==> src/rtl/hamming_scrub_pkg.sv <==
// Shared types and defaults for the Hamming counter scrub controller.
// Latency: n/a (types and constants only).
// Backpressure: n/a.
package hamming_scrub_pkg;

  typedef enum logic [2:0] {
    IDLE   = 3'd0,
    RUN    = 3'd1,
    FREEZE = 3'd2,
    CHECK  = 3'd3,
    RESUME = 3'd4
  } scrub_state_e;

  localparam int DEF_WIDTH        = 16;
  localparam int DEF_ERR_CNT_W    = 8;
  localparam int DEF_SCRUB_PERIOD = 256;
  localparam int DEF_CHECK_CYCLES = 4;
  localparam int DEF_TIMEOUT      = 16;

  // Larger of two sizes, used to size the shared check/timeout timer.
  function automatic int max2(input int a, input int b);
    return (a > b) ? a : b;
  endfunction

endpackage

==> src/rtl/hamming_scrub_ctrl_if.sv <==
// Signal bundle between the scrub controller and the Hamming counter stage.
// Latency: n/a (wiring only).
// Backpressure: none; the counter stage paces the scrub through busy.
interface hamming_scrub_ctrl_if #(
  parameter int WIDTH     = 16,
  parameter int ERR_CNT_W = 8
);
  logic                 run_req;
  logic                 irq_clr;
  logic                 busy;
  logic                 error_detected;
  logic [WIDTH-1:0]     counter;
  logic                 cnt_enable;
  logic                 scrub_active;
  logic                 scrub_done;
  logic [ERR_CNT_W-1:0] err_count;
  logic [WIDTH-1:0]     last_err_value;
  logic                 err_irq;
  logic                 timeout_flag;

  // Controller side.
  modport master (
    input  run_req, irq_clr, busy, error_detected, counter,
    output cnt_enable, scrub_active, scrub_done, err_count,
           last_err_value, err_irq, timeout_flag
  );

  // Counter stage / software side.
  modport slave (
    output run_req, irq_clr, busy, error_detected, counter,
    input  cnt_enable, scrub_active, scrub_done, err_count,
           last_err_value, err_irq, timeout_flag
  );
endinterface

==> src/rtl/hamming_scrub_ctrl_timer.sv <==
// Up-counter with synchronous clear, enable and terminal-count compare.
// Latency: count updates one cycle after en/clr; tc is combinational from the count.
// Backpressure: none.
module scrub_timer #(
  parameter int W = 8
) (
  input  logic         clk,
  input  logic         reset,
  input  logic         en,
  input  logic         clr,
  input  logic [W-1:0] tc_val,
  output logic         tc
);

  logic [W-1:0] count_q, count_d;

  // Clear has priority over counting.
  always_comb begin
    count_d = count_q;
    if (clr) begin
      count_d = '0;
    end else if (en) begin
      count_d = count_q + 1'b1;
    end
  end

  // Count register.
  always_ff @(posedge clk or negedge reset) begin
    if (!reset) begin
      count_q <= '0;
    end else begin
      count_q <= count_d;
    end
  end

  assign tc = (count_q == tc_val);

endmodule

==> src/rtl/hamming_scrub_ctrl.sv <==
// Scrub controller: runs the counter stage, freezes it every SCRUB_PERIOD cycles to check/reload it, logs errors.
// Latency: all outputs registered; cnt_enable follows run_req by one cycle. Optional macro SCRUB_TIMEOUT_EN adds a FREEZE watchdog.
// Backpressure: FREEZE holds until the counter stage raises busy (or the watchdog fires when enabled).
module hamming_scrub_ctrl
  import hamming_scrub_pkg::*;
#(
  parameter int WIDTH        = DEF_WIDTH,
  parameter int ERR_CNT_W    = DEF_ERR_CNT_W,
  parameter int SCRUB_PERIOD = DEF_SCRUB_PERIOD,
  parameter int CHECK_CYCLES = DEF_CHECK_CYCLES,
  parameter int TIMEOUT      = DEF_TIMEOUT
) (
  input  logic                 clk,
  input  logic                 reset,
  hamming_scrub_ctrl_if.master bus
);

  // Period timer spans RUN; the second timer is shared by FREEZE (watchdog) and CHECK.
  localparam int PW = $clog2(SCRUB_PERIOD);
  localparam int CW = $clog2(max2(CHECK_CYCLES, TIMEOUT) + 1);

  scrub_state_e state_q, state_d;

  logic                 cnt_enable_q, cnt_enable_d;
  logic                 scrub_active_q, scrub_active_d;
  logic                 scrub_done_q, scrub_done_d;
  logic [ERR_CNT_W-1:0] err_count_q, err_count_d;
  logic [WIDTH-1:0]     last_err_value_q, last_err_value_d;
  logic                 err_irq_q, err_irq_d;
  logic                 faulty_q, faulty_d;
`ifdef SCRUB_TIMEOUT_EN
  logic                 timeout_flag_q, timeout_flag_d;
`endif

  logic          per_en, per_clr, per_tc;
  logic          chk_en, chk_clr, chk_tc;
  logic [CW-1:0] chk_tc_val;

  scrub_timer #(.W(PW)) u_period_timer (
    .clk    (clk),
    .reset  (reset),
    .en     (per_en),
    .clr    (per_clr),
    .tc_val (PW'(SCRUB_PERIOD - 1)),
    .tc     (per_tc)
  );

  scrub_timer #(.W(CW)) u_check_timer (
    .clk    (clk),
    .reset  (reset),
    .en     (chk_en),
    .clr    (chk_clr),
    .tc_val (chk_tc_val),
    .tc     (chk_tc)
  );

  // The shared timer ends CHECK after CHECK_CYCLES cycles, or FREEZE after TIMEOUT cycles.
  always_comb begin
`ifdef SCRUB_TIMEOUT_EN
    chk_tc_val = (state_q == CHECK) ? CW'(CHECK_CYCLES - 1) : CW'(TIMEOUT - 1);
`else
    chk_tc_val = CW'(CHECK_CYCLES - 1);
`endif
  end

  // Next state, error bookkeeping and registered-output targets.
  always_comb begin
    state_d          = state_q;
    faulty_d         = faulty_q;
    err_count_d      = err_count_q;
    last_err_value_d = last_err_value_q;
    scrub_done_d     = 1'b0;
    // A set later in this block overrides the clear.
    err_irq_d        = bus.irq_clr ? 1'b0 : err_irq_q;
`ifdef SCRUB_TIMEOUT_EN
    timeout_flag_d   = bus.irq_clr ? 1'b0 : timeout_flag_q;
`endif

    case (state_q)
      IDLE: begin
        if (bus.run_req) state_d = RUN;
      end
      RUN: begin
        if (!bus.run_req) begin
          state_d = IDLE;
        end else if (per_tc) begin
          state_d = FREEZE;
        end
      end
      FREEZE: begin
        if (bus.busy) begin
          state_d = CHECK;
`ifdef SCRUB_TIMEOUT_EN
        end else if (chk_tc) begin
          // Counter stage never answered: abandon the scrub without a done pulse.
          state_d        = RESUME;
          timeout_flag_d = 1'b1;
`endif
        end
      end
      CHECK: begin
        if (bus.error_detected) begin
          faulty_d = 1'b1;
          if (!faulty_q) last_err_value_d = bus.counter;
        end
        if (chk_tc) begin
          state_d      = RESUME;
          scrub_done_d = 1'b1;
          faulty_d     = 1'b0;
          if (faulty_q || bus.error_detected) begin
            err_irq_d = 1'b1;
            if (err_count_q != {ERR_CNT_W{1'b1}}) err_count_d = err_count_q + 1'b1;
          end
        end
      end
      RESUME: begin
        // Enable stays low this cycle so the stage loads its corrected value.
        state_d = bus.run_req ? RUN : IDLE;
      end
      default: begin
        state_d = IDLE;
      end
    endcase

    per_en         = (state_q == RUN);
    per_clr        = (state_d != RUN);
    chk_en         = (state_q == FREEZE) || (state_q == CHECK);
    chk_clr        = (state_d != state_q);
    cnt_enable_d   = (state_d == RUN);
    scrub_active_d = (state_d == FREEZE) || (state_d == CHECK);
  end

  // State and output registers; reset aborts any scrub in flight.
  always_ff @(posedge clk or negedge reset) begin
    if (!reset) begin
      state_q          <= IDLE;
      cnt_enable_q     <= 1'b0;
      scrub_active_q   <= 1'b0;
      scrub_done_q     <= 1'b0;
      err_count_q      <= '0;
      last_err_value_q <= '0;
      err_irq_q        <= 1'b0;
      faulty_q         <= 1'b0;
    end else begin
      state_q          <= state_d;
      cnt_enable_q     <= cnt_enable_d;
      scrub_active_q   <= scrub_active_d;
      scrub_done_q     <= scrub_done_d;
      err_count_q      <= err_count_d;
      last_err_value_q <= last_err_value_d;
      err_irq_q        <= err_irq_d;
      faulty_q         <= faulty_d;
    end
  end

`ifdef SCRUB_TIMEOUT_EN
  // Sticky watchdog flag.
  always_ff @(posedge clk or negedge reset) begin
    if (!reset) begin
      timeout_flag_q <= 1'b0;
    end else begin
      timeout_flag_q <= timeout_flag_d;
    end
  end
  assign bus.timeout_flag = timeout_flag_q;
`else
  assign bus.timeout_flag = 1'b0;
`endif

  assign bus.cnt_enable     = cnt_enable_q;
  assign bus.scrub_active   = scrub_active_q;
  assign bus.scrub_done     = scrub_done_q;
  assign bus.err_count      = err_count_q;
  assign bus.last_err_value = last_err_value_q;
  assign bus.err_irq        = err_irq_q;

endmodule
==> src/flat_wrapper.sv <==
// flat-port wrapper written by rule: the top's interface ports become plain ports
module hamming_scrub_ctrl_flat import hamming_scrub_pkg::*;
#(
  parameter int WIDTH        = DEF_WIDTH,
  parameter int ERR_CNT_W    = DEF_ERR_CNT_W,
  parameter int SCRUB_PERIOD = DEF_SCRUB_PERIOD,
  parameter int CHECK_CYCLES = DEF_CHECK_CYCLES,
  parameter int TIMEOUT      = DEF_TIMEOUT
)
  (clk, reset, bus_run_req, bus_irq_clr, bus_busy, bus_error_detected, bus_counter, bus_cnt_enable, bus_scrub_active, bus_scrub_done, bus_err_count, bus_last_err_value, bus_err_irq, bus_timeout_flag);
  hamming_scrub_ctrl_if #(.WIDTH(WIDTH), .ERR_CNT_W(ERR_CNT_W)) bus_i ();
  input  logic clk;
  input  logic reset;
  input wire logic [$bits(bus_i.run_req)-1:0] bus_run_req;
  input wire logic [$bits(bus_i.irq_clr)-1:0] bus_irq_clr;
  input wire logic [$bits(bus_i.busy)-1:0] bus_busy;
  input wire logic [$bits(bus_i.error_detected)-1:0] bus_error_detected;
  input wire logic [$bits(bus_i.counter)-1:0] bus_counter;
  output wire logic [$bits(bus_i.cnt_enable)-1:0] bus_cnt_enable;
  output wire logic [$bits(bus_i.scrub_active)-1:0] bus_scrub_active;
  output wire logic [$bits(bus_i.scrub_done)-1:0] bus_scrub_done;
  output wire logic [$bits(bus_i.err_count)-1:0] bus_err_count;
  output wire logic [$bits(bus_i.last_err_value)-1:0] bus_last_err_value;
  output wire logic [$bits(bus_i.err_irq)-1:0] bus_err_irq;
  output wire logic [$bits(bus_i.timeout_flag)-1:0] bus_timeout_flag;
  assign bus_i.run_req = bus_run_req;
  assign bus_i.irq_clr = bus_irq_clr;
  assign bus_i.busy = bus_busy;
  assign bus_i.error_detected = bus_error_detected;
  assign bus_i.counter = bus_counter;
  assign bus_cnt_enable = bus_i.cnt_enable;
  assign bus_scrub_active = bus_i.scrub_active;
  assign bus_scrub_done = bus_i.scrub_done;
  assign bus_err_count = bus_i.err_count;
  assign bus_last_err_value = bus_i.last_err_value;
  assign bus_err_irq = bus_i.err_irq;
  assign bus_timeout_flag = bus_i.timeout_flag;
  hamming_scrub_ctrl #(.WIDTH(WIDTH), .ERR_CNT_W(ERR_CNT_W), .SCRUB_PERIOD(SCRUB_PERIOD), .CHECK_CYCLES(CHECK_CYCLES), .TIMEOUT(TIMEOUT)) u_core (.clk(clk), .reset(reset), .bus(bus_i));
endmodule
==> config.mk <==
export PLATFORM = sky130hd
export DESIGN_NAME = hamming_scrub_ctrl_flat
export DESIGN_NICKNAME = d
export VERILOG_FILES = /design/src/rtl/hamming_scrub_pkg.sv /design/src/rtl/hamming_scrub_ctrl_if.sv /design/src/rtl/hamming_scrub_ctrl_timer.sv /design/src/rtl/hamming_scrub_ctrl.sv /design/src/flat_wrapper.sv
export SDC_FILE = /design/constraint.sdc
export NUM_CORES = 1
export LEC_CHECK = 0
export ABC_CLOCK_PERIOD_IN_PS = 2300
export CAP_MARGIN = 40
export CELL_PAD_IN_SITES_DETAIL_PLACEMENT = 0
export CELL_PAD_IN_SITES_GLOBAL_PLACEMENT = 1
export CORE_MARGIN = 2
export CORE_UTILIZATION = 39
export CTS_BUF_LIST = sky130_fd_sc_hd__clkbuf_4
export CTS_CLUSTER_DIAMETER = 40
export DETAILED_ROUTE_END_ITERATION = 7
export PLACE_DENSITY_LB_ADDON = 0.1
export SLEW_MARGIN = 20
export SYNTH_ARGS = -nofsm -noshare
export SYNTH_HDL_FRONTEND = slang
export SYNTH_SLANG_ARGS = --single-unit
==> constraint.sdc <==
create_clock -name clk -period 2.3 [get_ports clk]
set_input_delay 0.575 -clock clk [delete_from_list [all_inputs] [get_ports clk]]
set_output_delay 0.575 -clock clk [all_outputs]
set_load 0.02 [all_outputs]
* Yosys cells after proc, flatten, opt, wreduce, memory -nomap -nowiden
Index checks and enable logic that the tools add are counted.
Word-level totals: register bits after elaboration 45, output and inout bits 29, word-level logic and storage cells 55
Operators by class: $add $sub $neg 3, eq/ne operators 12, multiplexer cells 19, bitwise logic cells 1, reductions and logical operators 10
Operators with widths (count):
- 8-bit by 1-bit adder with 8-bit output, second input constant | 2
- 8-bit 2-to-1 mux | 2
- 3-bit 2-to-1 mux | 5
- 3-bit one-hot mux with 5 select lines | 1
- 3-bit by 2-bit == test with 1-bit output, second input constant | 4
- 5-bit 2-to-1 mux | 2
- 1-bit 2-to-1 mux | 9
- 8-bit == test, second input constant | 1
- 8-bit inequality test, second input constant | 1
- 3-bit by 1-bit == test with 1-bit output, second input constant | 2
- 2-bit nonzero test | 3
- 5-bit by 1-bit adder with 5-bit output, second input constant | 1
- 5-bit by 2-bit == test with 1-bit output, second input constant | 1
- 4-bit AND reduction | 1
- 3-bit == test, second input constant | 1
- 3-bit logical NOT | 1
- 1-bit logical OR | 3
- 3-bit by 1-bit inequality test with 1-bit output, second input constant | 1
- 3-bit inequality test | 1
- 3-bit AND reduction | 1
- 2-bit AND reduction | 1
- 1-bit inverter | 1

* Longest topological paths before layout
Gate-level depths: netlist (run 1).
word-level depth 6, depth in mapped cells 7, depth with buffers taken out 6

* Hierarchy
Synthesis (run 1) repeated with hierarchy kept, for this count alone.
Unflattened totals: cell total of the unflattened synthesis 192, area total of the unflattened synthesis 2252.2 µm²
Modules (own cells, without submodules):
- hamming_scrub_ctrl | instances 1, cells an instance 117, area each 1503.9 µm², sequential area each 800.8 µm²
- scrub_timer (u_core.u_period_timer) | instances 1, cells an instance 49, area each 476.7 µm², sequential area each 200.2 µm²
- scrub_timer (u_core.u_check_timer) | instances 1, cells an instance 26, area each 271.5 µm², sequential area each 125.1 µm²

* Worst setup path before layout (run 1)
Ideal clock, no wire load.
kind register to register, start point reg u_core.u_check_timer.count_q[0], end point reg u_core.err_count_q[1] (netlist: u_core.bus.err_count[1]), setup time 125 ps, arrival time 1724 ps, required time 2175 ps, path slack 451 ps, stages on the path, launching flop included 6, buffers on the path 0, path through dfrtp_1 > ha_1 > nor4b_4 > o2111ai_1 > a31oi_2 > mux2_2
Between the ends: cells in the longest elaborated chain, start to end 2
RTL lines:
- start: declaration | line hamming_scrub_ctrl_timer.sv:15 | logic [W-1:0] count_q, count_d;
- start signal: assignment | line hamming_scrub_ctrl_timer.sv:32 | count_q <= count_d;
- 5-bit by 2-bit == test with 1-bit output | line hamming_scrub_ctrl_timer.sv:36 | assign tc = (count_q == tc_val);
- 4-bit AND reduction (no source line)
- end signal: assignment | line hamming_scrub_ctrl.sv:149 | err_count_q <= err_count_d;
- end: declaration | line hamming_scrub_ctrl.sv:27 | logic [ERR_CNT_W-1:0] err_count_q, err_count_d;
No other way between the ends. A chain may end at the register's enable or synchronous reset.

* Final worst setup path (run 1)
start point reg u_core.err_count_q[0] (netlist: u_core.bus.err_count[0]), end point out bus_err_count[0]
RTL lines:
- end: declaration | line flat_wrapper.sv:22 | output wire logic [$bits(bus_i.err_count)-1:0] bus_err_count;
No word-level cell between the ends.

==> results.py, run 1 <==
metrics = {
    "placement": {
        "dp_slack_ns": 0.154,
        "placed_cells": 274,
        "hpwl_mm": 2.89,
        "port-buffer-count": 49,
        "gp_congestion": 0.796,
    },
    "critical_path": {
        "endpoint": "bus_err_count[0]",
        "rr_startpoint": "u_core.u_check_timer.count_q[0]$_DFFE_PN0P_",
        "r2r_slack_ns": 0.24,
        "path_cells": "clkdlybuf4s50_1",
        "crit_family": "buffers and inverters",
        "cpPeakStageDelay_ns": 0.65,
        "cp_max_fo": 6,
        "crit_start": "u_core.bus.err_count[0]$_DFFE_PN0P_",
        "path_depth": 1,
        "timing.rr.end": "u_core.bus.err_count[1]$_DFFE_PN0P_",
        "worst-path-buf-inv": 1,
        "critical-path-slowest-cell": "clkdlybuf4s50_1",
        "start_kind": "register",
        "crit_type": "reg2out",
        "ff2ff_path_depth": 5,
        "end_kind": "output pin",
        "required_ns": 1.73,
        "cp_data_arrival_time_ns": 1.48,
    },
    "layout": {
        "syn_to_final_growth_pct": 34.1,
        "fin_nets": 239,
        "instances_no_fill": 282,
        "finish.utilization_pct": 54.9,
        "diodes": 0,
        "drive_above_1_share_pct": 16.7,
    },
    "global_routing": {
        "grt_max_degree": 28,
        "overflow": 0,
        "antenna_found_initial": 0,
        "grt_util_all_layers_pct": 14.7,
        "grt_pass1_vias": 1347,
        "grt_pass1_wl_mm": 6.19,
    },
    "synth": {
        "synth_area_leaders": "dfrtp_1 58%, mux2_2 9.8%, xnor2_1 4.1%, xor2_1 4.1%, nor2_1 3.1%",
        "synth_top_family_by_area": "simple AND/OR/NAND/NOR gates",
        "synth_cell_type_count": 34,
        "muxShareOfSynthArea_pct": 11.1,
        "ys_ff_latch": 45,
        "yosys_warnings": 0,
        "yosys.area.top_type": "dfrtp_1",
        "synth_area_sq_um": 1950,
        "synth_compound_area_share_pct": 5.34,
        "synth_xor_area_share_pct": 8.10,
        "syn_avg_cell_area_sq_um": 12.4,
        "synthCells": 157,
        "synth-seq-area-share_pct": 57.9,
        "synthAdderAreaFrac_pct": 1.93,
        "synth.top_cell.area_share_pct": 57.9,
        "synth_nets": 182,
        "synth-simple-area-share_pct": 13.2,
    },
    "routing": {
        "num_vias": 1367,
        "wirelength_mm": 3.83,
        "via_per_inst": 4.85,
        "postRouteAntennaNets": 0,
        "wl_per_cell_um": 13.6,
        "firstDrtPassIters": 4,
        "drc": 0,
        "drt_iter0_markers": 67,
    },
    "timing": {
        "setup_tns_ns": 0,
        "slew_viol_final": 0,
        "fmax_mhz": 486,
        "slew_headroom_pct": 58.9,
        "finalCriticalPeriod_ns": 2.06,
        "skew_ns": 0.00883,
        "grt_setup_unrepaired": "false",
        "setup_viol": 0,
        "worst_pin_slew_ns": 0.612,
        "setup_slack_ns": 0.242,
        "hold_viol_final": 0,
        "finalCritPeriodShare_pct": 89.5,
    },
    "clock_network": {
        "cts_root_buffer": "clkbuf_4",
        "postCtsHoldBufs": 0,
        "post_cts_buffers": 0,
        "clk_pin_slew_ns": 0.13,
        "cts_resized": 0,
        "cts_made_buffers": 5,
        "cts.sinks": 45,
        "htree_levels": 2,
        "clockBufferDepth": 2,
        "cts_tree": "yes",
        "clk_latency_ns": 0.35,
    },
    "die": {
        "die_area_sq_um": 5570,
        "io_pins": 51,
        "rows": 25,
        "fp.dieH_um": 74.6,
        "fp.dieW_um": 74.6,
        "start_util_pct": 40.9,
        "core-area_sq_um": 4750,
    },
    "status": {
        "status": "complete, no violations",
    },
    "run": {
        "drv_cap": 0,
    },
    "power_and_ir_drop": {
        "power_w": 0.00141,
        "cellLeakagePower_nw": 1.18,
        "ir_worst_vdd_mv": 0.267,
        "power_density_nw_per_um2": 541,
    },
    "min_path": {
        "hp-class": "in2async",
    },
}
-- final cells by class --
| cell class | count | area [sq um] |
|---|---|---|
| fillers | 430 | 2140 |
| inverters | 4 | 15.0 |
| clock buffers | 6 | 45.0 |
| flip-flops and latches | 45 | 1130 |
| repair buffers | 55 | 531 |
| clock inverters | 2 | 33.8 |
| well taps | 67 | 83.8 |
| multi-input cells | 103 | 776 |
-- routing by layer --
layer  vias up  share of wire, %  track usage [%]  wire length (um)
li1        661                 -                -                 -
met1       668                47             19.7              1800
met2        33                47             22.9              1780
met3         5               5.0             4.55               193
met4         0               1.4             4.76                54
met5         -                 0                0                 0
-- flip-flops by register name, summed over array words and instances, names as in the netlist --
| signal | count |
|---|---|
| u_core.bus.scrub_active | 1 |
| u_core.bus.cnt_enable | 1 |
| u_core.u_period_timer.count_q | 8 |
| u_core.bus.scrub_done | 1 |
| u_core.state_q | 3 |
| u_core.bus.last_err_value | 16 |
| u_core.faulty_q | 1 |
| u_core.bus.err_irq | 1 |
| u_core.u_check_timer.count_q | 5 |
| u_core.bus.err_count | 8 |
-- cells in the mapped netlist --
cell / count
a221oi_1: 1
buf_2: 2
clkbuf_1: 1
mux2i_2: 1
nor2_2: 1
nor2b_1: 2
a221o_1: 1
nand4_1: 9
and3_1: 5
xnor2_1: 9
ha_1: 3
nor4_1: 1
and2_1: 1
buf_4: 2
nand2b_1: 1
nand2_1: 6
nor2_1: 16
mux2_2: 17
dfrtp_1: 45
inv_1: 4
o21ai_1: 1
o21ai_0: 2
xor2_1: 9
a311oi_1: 2
or3_1: 1
nand3_1: 4
conb_1: 1
mux2i_1: 1
a31oi_1: 1
o21ba_2: 1
o2111ai_1: 1
a21oi_1: 3
nor4b_4: 1
a31oi_2: 1
-- stage by stage --
stage | hold WS, ns | instance area, sq um
finish | 0.203 | 2610
global route | 0.225 | 2610
CTS | 0.217 | 2610
detailed placement | 0.494 | 2530
global placement | 0.485 | 2530
floorplan | 0.279 | 1950
-- layout by cell type, fill, tap and decap left out, types with 5 or more instances in the layout --
master,n
nand2_1,6
and3_1,5
buf_4,6
clkdlybuf4s50_1,48
clkbuf_4,6
nor2_1,16
nand4_1,9
xor2_1,9
dfrtp_1,45
mux2_2,17
xnor2_1,9
-- logic make-up (layout without fill, tap and decap cells) --
group / after synthesis / in the layout
compound gates: 14 / 14
xor+xnor: 18 / 18
fa+ha+maj: 3 / 3
buf+inv: 9 / 67
flops: 45 / 45
mux: 19 / 19
other cells: 1 / 1
simple gates: 48 / 48
-- power breakdown --
| part | total (W) | leakage, nW | switching [W] | internal (W) |
|---|---|---|---|---|
| clock | 0.000484 | 0.0433 | 0.000246 | 0.000238 |
| sequential | 0.000813 | 0.619 | 0.0000129 | 0.000800 |
| combinational | 0.000114 | 0.518 | 0.0000563 | 0.0000577 |
-- worst min path at each step --
stage / startpoint / to / slack [ns]
floorplan: reset / u_core.bus.cnt_enable$_DFF_PN0_ / 0.28
global placement: u_core.bus.err_count[4]$_DFFE_PN0P_ / u_core.bus.err_count[4]$_DFFE_PN0P_ / 0.48
detailed placement: u_core.state_q[2]$_DFF_PN0_ / u_core.state_q[1]$_DFF_PN0_ / 0.49
CTS: reset / u_core.bus.last_err_value[15]$_DFFE_PN0P_ / 0.22
global route: reset / u_core.bus.last_err_value[15]$_DFFE_PN0P_ / 0.23
finish: reset / u_core.faulty_q$_DFFE_PN0P_ / 0.20
No activity file was read; power rests on OpenSTA's default activity.
==> run 2, diff against run 1 <==
--- a/config.mk
+++ b/config.mk
@@ -5,6 +5,7 @@
 export SDC_FILE = /design/constraint.sdc
 export NUM_CORES = 1
 export LEC_CHECK = 0
+export ABC_AREA = 1
 export ABC_CLOCK_PERIOD_IN_PS = 2300
 export CAP_MARGIN = 40
 export CELL_PAD_IN_SITES_DETAIL_PLACEMENT = 0
==> run 2 against run 1 <==
Net effect:
- routed wire length rose by 5.6%
- register-to-register slack improved by 0.41 ns
- sequential share of layout area is 2.8 points lower
- sequential power increased by 38%
- clock skew is 0.013 ns higher
- non-clock buffer count is 5 lower
- die area grew 10%
- final cell count grew 18%
- clock power is 19% lower
- largest power group unchanged
- highest routed layer unchanged
==> results.py, run 2 <==
metrics = {
    "global_routing": {
        "overflow": 0,
        "grt_pass1_wl_mm": 6.83,
        "grt_util_all_layers_pct": 14.1,
        "grt_max_degree": 25,
        "grt_pass1_vias": 1482,
        "antenna_found_initial": 0,
    },
    "timing": {
        "worst_pin_slew_ns": 0.534,
        "setup_tns_ns": 0,
        "finalCritPeriodShare_pct": 88.8,
        "grt_setup_unrepaired": "false",
        "finalCriticalPeriod_ns": 2.04,
        "hold_viol_final": 0,
        "slew_headroom_pct": 64.4,
        "fmax_mhz": 490,
        "setup_viol": 0,
        "skew_ns": 0.0215,
        "slew_viol_final": 0,
    },
    "die": {
        "fp.dieH_um": 78.3,
        "fp.dieW_um": 78.3,
        "io_pins": 51,
        "start_util_pct": 39.9,
        "core-area_sq_um": 5410,
        "die_area_sq_um": 6130,
        "rows": 27,
    },
    "synth": {
        "synth-seq-area-share_pct": 52.3,
        "synth.top_cell.area_share_pct": 52.3,
        "synth_area_sq_um": 2150,
        "synthCells": 205,
        "netlist_top_cells_count": "45 x dfrtp_1, 36 x nand2_1, 20 x inv_1",
        "yosys_warnings": 0,
        "synth_flop_cell": "dfrtp_1",
        "synth_cell_type_count": 34,
        "synth_edf_count": 0,
        "yosysMostFrequentCell": "dfrtp_1",
        "yosys.area.top_type": "dfrtp_1",
        "syn_avg_cell_area_sq_um": 10.5,
        "async_reset_ff_share_pct": 100,
        "synth_nets": 230,
        "ys_ff_latch": 45,
        "synth_area_leaders": "dfrtp_1 52%, mux2_4 7.0%, nand2_1 6.3%, xor2_1 3.7%, inv_1 3.5%",
    },
    "critical_path": {
        "crit_type": "reg2out",
        "cpPeakStageDelay_ns": 0.63,
        "cp_max_fo": 5,
        "critical-path-slowest-cell": "clkdlybuf4s50_1",
        "path_cells": "clkdlybuf4s50_1",
        "cp_data_arrival_time_ns": 1.47,
        "start_kind": "register",
        "required_ns": 1.73,
        "end_kind": "output pin",
        "crit_family": "buffers and inverters",
        "worst-path-buf-inv": 1,
    },
    "clock_network": {
        "cts.sinks": 45,
        "clockBufferDepth": 2,
        "clk_latency_ns": 0.37,
        "cts_root_buffer": "clkbuf_4",
        "cts_resized": 0,
        "clk_pin_slew_ns": 0.15,
        "htree_levels": 2,
        "cts_made_buffers": 5,
        "post_cts_buffers": 0,
        "postCtsHoldBufs": 0,
        "cts_tree": "yes",
    },
    "layout": {
        "final_cell_mix": "48 x clkdlybuf4s50_1, 45 x dfrtp_1, 36 x nand2_1, 20 x inv_1, 18 x nor2_1",
        "fillerInstances": 525,
        "finish.utilization_pct": 51.6,
        "fin_nets": 285,
        "diodes": 0,
        "largest_reg_flops": 16,
        "syn_to_final_growth_pct": 29.6,
        "final_common_cell": "clkdlybuf4s50_1",
        "drive_above_1_share_pct": 18.0,
    },
    "routing": {
        "wl_per_cell_um": 12.2,
        "drt_iter0_markers": 50,
        "postRouteAntennaNets": 0,
        "via_per_inst": 4.51,
        "drc": 0,
        "wirelength_mm": 4.05,
        "num_vias": 1502,
        "firstDrtPassIters": 4,
    },
    "placement": {
        "gp_congestion": 0.762,
        "port-buffer-count": 49,
        "hpwl_mm": 3.01,
    },
    "power_and_ir_drop": {
        "power_density_nw_per_um2": 937,
        "ir_worst_vdd_mv": 0.513,
        "cellLeakagePower_nw": 1.32,
    },
    "status": {
        "status": "complete, no violations",
    },
    "min_path": {
        "hp-class": "in2async",
    },
    "run": {
        "drv_cap": 0,
    },
}
run 2: changes by cell type after synthesis, moves of 6 or more:
cell	change
nand2_1	+30
inv_1	+16
mux2_2	-11
mux2_4	+10
nor3_1	+7
nand4_1	-6
xnor2_1	-6
run 2: final timing paths:
check | from | end | slack [ns] | depth (start not counted)
setup reg to reg | u_core.u_check_timer.count_q[0]$_DFFE_PN0P_ | u_core.u_check_timer.count_q[1]$_DFFE_PN0P_ | 0.65 | 12
hold reg to reg | u_core.bus.last_err_value[6]$_DFFE_PN0P_ | u_core.bus.last_err_value[6]$_DFFE_PN0P_ | 0.52 | 1
hold / removal | reset | u_core.u_period_timer.count_q[0]$_DFFE_PN0P_ | 0.18 | 1
max in group asynchronous | reset | u_core.bus.last_err_value[14]$_DFFE_PN0P_ | 1.62 | 2
min in group clk | u_core.bus.last_err_value[6]$_DFFE_PN0P_ | u_core.bus.last_err_value[6]$_DFFE_PN0P_ | 0.52 | 1
setup / recovery | u_core.bus.err_count[3]$_DFFE_PN0P_ | bus_err_count[3] | 0.26 | 1
run 2: cell type report:
cell class	instances	area (sq um)	area share [%]
timing repair buffer	50	505	18.1
multi-input combinational	134	918	32.9
tap	72	90.1	3.23
inverter	24	91.3	3.27
clock buffer	5	37.5	1.34
sequential	45	1130	40.3
clock inverter	3	22.5	0.807
run 2: where the power goes:
part | leakage (nW) | internal, W | switching, W
combinational | 0.713 | 0.000563 | 0.000539
sequential | 0.582 | 0.000991 | 0.000131
clock | 0.0234 | 0.000118 | 0.000274
total | 1.32 | 0.00167 | 0.000944
run 2: through the flow:
| stage | power (W) | setup slack [ns] | cells | cell area, sq um | hold WS, ns |
|---|---|---|---|---|---|
| after global routing | 0.00279 | 0.177 | 333 | 2790 | 0.181 |
| after detailed placement | 0.00226 | 0.339 | 325 | 2730 | 0.496 |
| final | 0.00262 | 0.257 | 333 | 2790 | 0.175 |
| after CTS | 0.00266 | 0.232 | 333 | 2790 | 0.178 |
| after floorplan | 0.00178 | 0.720 | 205 | 2150 | 0.279 |
| after global placement | 0.00225 | 0.381 | 325 | 2730 | 0.486 |
run 2: routing by layer:
layer  routed length (um)  GRT usage (%)
met5                    0              0
met4                   73           4.39
met3                  198           4.37
met2                 1900           22.1
met1                 1880           18.8
run 2: logic make-up (layout without fill, tap and decap cells):
kind of cell	count (synthesis)	in the layout	share of synthesized area, %
multiplexers	16	16	10.1
XOR/XNOR	12	12	4.88
adder cells (fa/ha/maj)	3	3	1.74
AO/OA/AOI/OAI	13	13	3.77
buffers and inverters	26	82	5.11
other	1	1	0.174
AND/OR/NAND/NOR	89	89	22.0
flip-flops	45	45	52.3
